$ cat src/rtl/lsu_pkg.sv
// Shared definitions for the load/store unit: FSM states, funct3 width codes,
// default access timeout and the request legality check.
package lsu_pkg;

  typedef enum logic [1:0] {
    IDLE   = 2'd0,
    ACCESS = 2'd1,
    RESP   = 2'd2
  } lsu_state_e;

  localparam logic [2:0] LS_B  = 3'b000;
  localparam logic [2:0] LS_H  = 3'b001;
  localparam logic [2:0] LS_W  = 3'b010;
  localparam logic [2:0] LS_BU = 3'b100;
  localparam logic [2:0] LS_HU = 3'b101;

  localparam int unsigned LSU_TIMEOUT = 255;

  // High when the request must be answered with an error instead of a memory access.
  function automatic logic ls_bad(input logic we, input logic [2:0] code, input logic [1:0] off);
    logic legal;
    logic mis;
    legal = (code == LS_B) || (code == LS_H) || (code == LS_W) ||
            (!we && ((code == LS_BU) || (code == LS_HU)));
    mis   = (((code == LS_H) || (code == LS_HU)) && off[0]) ||
            ((code == LS_W) && (off != 2'b00));
    return !legal || mis;
  endfunction

endpackage

$ cat src/rtl/lsu_align.sv
// Byte-lane steering: store-side byte enables and data replication,
// load-side lane extraction with sign or zero extension.
module lsu_align
  import lsu_pkg::*;
(
  input  logic [1:0]  st_off_i,
  input  logic [2:0]  st_code_i,
  input  logic [31:0] st_data_i,
  output logic [3:0]  st_be_o,
  output logic [31:0] st_wdata_o,
  input  logic [1:0]  ld_off_i,
  input  logic [2:0]  ld_code_i,
  input  logic [31:0] ld_rdata_i,
  output logic [31:0] ld_data_o
);

  logic [31:0] lane;

  always_comb begin
    st_be_o    = 4'b1111;
    st_wdata_o = st_data_i;
    case (st_code_i[1:0])
      2'b00: begin
        st_be_o    = 4'b0001 << st_off_i;
        st_wdata_o = {4{st_data_i[7:0]}};
      end
      2'b01: begin
        st_be_o    = 4'b0011 << st_off_i;
        st_wdata_o = {2{st_data_i[15:0]}};
      end
      default: ;
    endcase
  end

  assign lane = ld_rdata_i >> {ld_off_i, 3'b000};

  always_comb begin
    ld_data_o = lane;
    case (ld_code_i)
      LS_B:    ld_data_o = {{24{lane[7]}}, lane[7:0]};
      LS_H:    ld_data_o = {{16{lane[15]}}, lane[15:0]};
      LS_BU:   ld_data_o = {24'h0, lane[7:0]};
      LS_HU:   ld_data_o = {16'h0, lane[15:0]};
      default: ;
    endcase
  end

endmodule

$ cat src/rtl/lsu.sv
// Load/store unit: one outstanding access, registered memory handshake,
// error response for illegal/misaligned requests or an unanswered access.
module lsu
  import lsu_pkg::*;
#(
  parameter int unsigned TIMEOUT = LSU_TIMEOUT
) (
  input  logic        clk,
  input  logic        rst_n,
  input  logic        req_valid,
  output logic        req_ready,
  input  logic        req_we,
  input  logic [2:0]  req_addrctl,
  input  logic [31:0] req_addr,
  input  logic [31:0] req_wdata,
  output logic        resp_valid,
  output logic [31:0] resp_rdata,
  output logic        resp_err,
  output logic        stall,
  output logic        mem_req,
  output logic        mem_we,
  output logic [31:0] mem_addr,
  output logic [31:0] mem_wdata,
  output logic [3:0]  mem_be,
  input  logic        mem_ack,
  input  logic [31:0] mem_rdata,
  output logic [1:0]  dbg_state
);

  localparam logic [7:0] CNT_LAST = 8'(TIMEOUT - 1);

  lsu_state_e  state_q, state_d;
  logic [7:0]  cnt_q, cnt_d;
  logic [2:0]  code_q, code_d;
  logic [1:0]  off_q, off_d;
  logic        mem_req_q, mem_req_d;
  logic        mem_we_q, mem_we_d;
  logic [31:0] mem_addr_q, mem_addr_d;
  logic [31:0] mem_wdata_q, mem_wdata_d;
  logic [3:0]  mem_be_q, mem_be_d;
  logic        resp_valid_q, resp_valid_d;
  logic        resp_err_q, resp_err_d;
  logic [31:0] resp_rdata_q, resp_rdata_d;

  logic        req_bad;
  logic        timed_out;
  logic [3:0]  st_be;
  logic [31:0] st_wdata;
  logic [31:0] ld_data;

  lsu_align u_align (
    .st_off_i   (req_addr[1:0]),
    .st_code_i  (req_addrctl),
    .st_data_i  (req_wdata),
    .st_be_o    (st_be),
    .st_wdata_o (st_wdata),
    .ld_off_i   (off_q),
    .ld_code_i  (code_q),
    .ld_rdata_i (mem_rdata),
    .ld_data_o  (ld_data)
  );

  assign req_bad   = ls_bad(req_we, req_addrctl, req_addr[1:0]);
  assign timed_out = (cnt_q == CNT_LAST);

  always_ff @(posedge clk or negedge rst_n) begin
    if (!rst_n) begin
      state_q      <= IDLE;
      cnt_q        <= '0;
      code_q       <= '0;
      off_q        <= '0;
      mem_req_q    <= 1'b0;
      mem_we_q     <= 1'b0;
      mem_addr_q   <= '0;
      mem_wdata_q  <= '0;
      mem_be_q     <= '0;
      resp_valid_q <= 1'b0;
      resp_err_q   <= 1'b0;
      resp_rdata_q <= '0;
    end else begin
      state_q      <= state_d;
      cnt_q        <= cnt_d;
      code_q       <= code_d;
      off_q        <= off_d;
      mem_req_q    <= mem_req_d;
      mem_we_q     <= mem_we_d;
      mem_addr_q   <= mem_addr_d;
      mem_wdata_q  <= mem_wdata_d;
      mem_be_q     <= mem_be_d;
      resp_valid_q <= resp_valid_d;
      resp_err_q   <= resp_err_d;
      resp_rdata_q <= resp_rdata_d;
    end
  end

  // Ack takes priority over the timeout in the final ACCESS cycle.
  always_comb begin
    state_d = state_q;
    case (state_q)
      IDLE:    if (req_valid) state_d = req_bad ? RESP : ACCESS;
      ACCESS:  if (mem_ack || timed_out) state_d = RESP;
      RESP:    state_d = IDLE;
      default: state_d = IDLE;
    endcase
  end

  always_comb begin
    cnt_d        = cnt_q;
    code_d       = code_q;
    off_d        = off_q;
    mem_req_d    = mem_req_q;
    mem_we_d     = mem_we_q;
    mem_addr_d   = mem_addr_q;
    mem_wdata_d  = mem_wdata_q;
    mem_be_d     = mem_be_q;
    resp_valid_d = 1'b0;
    resp_err_d   = 1'b0;
    resp_rdata_d = resp_rdata_q;
    case (state_q)
      IDLE: begin
        if (req_valid) begin
          if (req_bad) begin
            resp_valid_d = 1'b1;
            resp_err_d   = 1'b1;
            resp_rdata_d = '0;
          end else begin
            cnt_d       = '0;
            code_d      = req_addrctl;
            off_d       = req_addr[1:0];
            mem_req_d   = 1'b1;
            mem_we_d    = req_we;
            mem_addr_d  = {req_addr[31:2], 2'b00};
            mem_wdata_d = st_wdata;
            mem_be_d    = req_we ? st_be : 4'b0000;
          end
        end
      end
      ACCESS: begin
        if (mem_ack) begin
          mem_req_d    = 1'b0;
          resp_valid_d = 1'b1;
          resp_rdata_d = mem_we_q ? 32'h0 : ld_data;
        end else if (timed_out) begin
          mem_req_d    = 1'b0;
          resp_valid_d = 1'b1;
          resp_err_d   = 1'b1;
          resp_rdata_d = '0;
        end else begin
          cnt_d = cnt_q + 8'd1;
        end
      end
      default: ;
    endcase
  end

  assign req_ready  = (state_q == IDLE);
  assign stall      = ((state_q == IDLE) && req_valid) || (state_q == ACCESS);
  assign mem_req    = mem_req_q;
  assign mem_we     = mem_we_q;
  assign mem_addr   = mem_addr_q;
  assign mem_wdata  = mem_wdata_q;
  assign mem_be     = mem_be_q;
  assign resp_valid = resp_valid_q;
  assign resp_err   = resp_err_q;
  assign resp_rdata = resp_rdata_q;
  assign dbg_state  = state_q;

endmodule

$ cat config.mk
export PLATFORM = sky130hd
export DESIGN_NAME = lsu
export DESIGN_NICKNAME = d
export VERILOG_FILES = /design/src/rtl/lsu_pkg.sv /design/src/rtl/lsu_align.sv /design/src/rtl/lsu.sv
export SDC_FILE = /design/constraint.sdc
export NUM_CORES = 1
export LEC_CHECK = 0
export BUFFER_PORTS_ARGS = -buffer_cell sky130_fd_sc_hd__buf_2
export CORE_ASPECT_RATIO = 0.7
export CORE_MARGIN = 1.5
export CORE_UTILIZATION = 35
export DETAILED_ROUTE_END_ITERATION = 10
export REMOVE_ABC_BUFFERS = 1
export SLEW_MARGIN = 20
export SYNTH_ARGS = -nofsm -noshare
export SYNTH_HDL_FRONTEND = slang
export SYNTH_HIERARCHICAL = 1
export SYNTH_SLANG_ARGS = --single-unit
$ cat constraint.sdc
create_clock -name clk -period 2.2 [get_ports clk]
set_input_delay 0.22 -clock clk [delete_from_list [all_inputs] [get_ports clk]]
set_output_delay 0.22 -clock clk [all_outputs]
set_load 0.02 [all_outputs]
==> impl_metrics.csv <==
group,metric,value,unit
status,status,"finished clean",
critical_path,required,2.49,ns
routing,dr.pass1.iters,5,
routing,top_layer,"met4",
power,worst_ir_drop_vdd,0.711,mV
sta,setup_viol,0,
sta,drv_slew,0,
clock_network,clock_sinks,117,
routing,wl_met3,1080,um
placement,placed_area,0.00697,mm2
sta,rsz0062_at_grt,"false",
logic_synthesis,synth_ff_type,"dfrtp_1",
layout,diodes,0,
logic_synthesis,ys_ff_latch,117,
global_route,grt_max_degree,62,
die,io_pins,212,
routing,first_iter_violations,326,
logic_synthesis,syn-mean-instance-area,12.3,um2
routing,via_count,4650,
sta,finalClockSkew,0.00884,ns
global_route,antenna_found_initial,0,
clock_network,cts_setup_buffers,0,
die,die_h,110,um
layout,drive_gt1_frac,0.433,
sta,max_freq,0.541,GHz
layout,syn2layout_area_growth,32.4,%
logic_synthesis,ys_async_sr_fraction,1.00,
logic_synthesis,yosysSeqAreaShare,0.508,
power,cellLeakagePower,3.72,nW
layout,layout.nets,778,
clock_network,cts_hold_buf,2,
clock_network,numCtsBuffers,17,
critical_path,r2r_setup_slack,0.35,ns
hold_path,hp-class,"input pin to flip-flop",
power,power_density,1530,mW/mm2
clock_network,clock_path_buffers,2,
critical_path,critPathLaunchType,"flip-flop",
critical_path,endpoint_kind,"flip-flop",
critical_path,cp.arrival,2.14,ns
layout,final_common_cell,"buf_2",
routing,wire_per_inst,17.2,um
logic_synthesis,synth_cell_types,54,
sta,post-route-min-period,1.85,ns
layout,fin_util,0.471,
flow_run,cap_violations,0,
logic_synthesis,syn-instance-count,468,
clock_network,clkLatencyLatePin,0.41,ns
die,fp-row-count,39,
logic_synthesis,synth-edff-count,0,
placement,port_buffers,209,
routing,wl_met2,7400,um
sta,fin_crit_sh,0.840,
logic_synthesis,syn_area,0.00576,mm2
critical_path,path_max_fanout,11,
clock_network,h-tree-depth,4,
global_route,grt_pass1_vias,4611,
global_route,grt_pass1_wl,24400,um
routing,totalWireLength,15600,um
die,dieWidth,156,um
clock_network,clk_pin_slew_worst_paths,0.06,ns
routing,viasPerCell,5.12,
layout,design_area,0.00762,mm2
sta,tightest_slew,0.567,ns
placement,hpwl,11400,um
routing,drc,0,
routing,drtAntennaViolNets,0,
die,start_util,0.356,
layout,layout_common_cells,"buf_2, dfrtp_1, mux2_1, a22o_1, a21oi_1",
die,core-area,0.0162,mm2
clock_network,cts_root_buf,"clkbuf_16",
critical_path,crit_type,"flip-flop to flip-flop",
routing,wl_met1,6980,um
placement,gp_congestion,0.827,
sta,slew_headroom,0.621,
clock_network,cts_resized,0,
global_route,groute.usage.overall,0.186,
die,die_area,0.0172,mm2
clock_network,cts_tree,"yes",
sta,finalHoldViolations,0,
logic_synthesis,yosys_warnings,6,
global_route,overflow,0,
==> kinds of logic after synthesis <==
logic type	share of synthesized area
other	0.000651
flip-flops	0.508
AND/OR/NAND/NOR	0.0613
multiplexers	0.215
XOR/XNOR	0.00152
AO/OA/AOI/OAI	0.159
buffers and inverters	0.0500
adder cells (fa/ha/maj)	0.00434
==> flip-flops by register name, summed over array words and instances, names as in the netlist <==
| signal | cells |
|---|---|
| mem_wdata | 32 |
| resp_rdata | 32 |
| mem_addr | 30 |
| cnt_q | 8 |
| mem_be | 4 |
| code_q | 3 |
| dbg_state | 2 |
| off_q | 2 |
| mem_req | 1 |
| mem_we | 1 |
| resp_err | 1 |
| resp_valid | 1 |
==> metrics by stage <==
stage               setup TNS, ns  total power, mW  hold WS [ns]  worst slack (ns)  instances
finish                          0             11.6        0.0232             0.351        908
global route                    0             12.4        0.0111             0.243        908
CTS                             0             11.8       0.00251             0.313        908
detailed placement              0             8.72         0.215             0.314        876
global placement                0             8.59         0.205             0.397        876
floorplan                 -212.92             6.89       -0.0756             -2.32        430
==> cell usage after synthesis (2+ instances only) <==
| library cell | instances | area (um2) |
|---|---|---|
| a211oi_1 | 7 | 52.6 |
| a21boi_0 | 2 | 15.0 |
| a21oi_1 | 26 | 130 |
| a22o_1 | 32 | 280 |
| a2bb2oi_1 | 2 | 17.5 |
| a31oi_1 | 3 | 18.8 |
| buf_2 | 14 | 70.1 |
| buf_4 | 14 | 105 |
| buf_6 | 5 | 56.3 |
| clkbuf_1 | 5 | 18.8 |
| dfrtp_1 | 117 | 2930 |
| ha_1 | 2 | 25.0 |
| inv_1 | 6 | 22.5 |
| inv_2 | 3 | 11.3 |
| mux2_1 | 68 | 766 |
| mux2_2 | 17 | 191 |
| mux2_4 | 2 | 30.0 |
| mux2i_1 | 25 | 250 |
| nand2_1 | 19 | 71.3 |
| nand2b_1 | 2 | 12.5 |
| nand3_1 | 5 | 25.0 |
| nor2_1 | 9 | 33.8 |
| nor2_2 | 3 | 18.8 |
| nor2b_1 | 9 | 56.3 |
| o21ai_0 | 14 | 70.1 |
| o21ai_1 | 4 | 20.0 |
| o21bai_1 | 2 | 15.0 |
| o22ai_1 | 9 | 56.3 |
| o2bb2ai_1 | 8 | 70.1 |
| o41a_1 | 2 | 22.5 |
| or2_2 | 9 | 56.3 |
==> final cells by class <==
type,count,area [um2]
Clock buffer,21,480
Timing Repair Buffer,223,1200
Clock inverter,9,150
Fill cell,1537,8580
Sequential cell,117,2930
Multi-Input combinational cell,304,2550
Inverter,9,33.8
Tap cell,225,282
==> power by group <==
group / switching (mW) / total (mW) / internal (mW) / leakage (nW)
logic: 3.00 / 4.93 / 1.92 / 1.94
registers: 0.616 / 3.74 / 3.13 / 1.47
clock network: 0.971 / 2.97 / 2.00 / 0.307
==> worst max-delay path, cell delays in order, from the launching register on <==
cell and delay (ns):
dfrtp_1 0.57, mux2_4 0.38, a221oi_4 0.47, a21oi_1 0.10
a22o_1 0.21
==> path summary, 6_finish.rpt <==
path,start,endpoint,depth (start not counted)
min reg2reg,mem_wdata[19],mem_wdata[19],1
min,req_addr[30],mem_addr[30],2
max,off_q[1],resp_rdata[9],4
max in group asynchronous,rst_n,mem_wdata[21],3
min in group asynchronous,rst_n,mem_req,2
max reg2reg,off_q[1],resp_rdata[9],4
==> layer usage <==
metal / GRT usage / vias up
met4: 0.0626 / 0
met3: 0.0496 / 11
met5: 0 / -
met1: 0.251 / 2333
met2: 0.290 / 185
li1: - / 2121
Power figures use the tool's default switching activity.
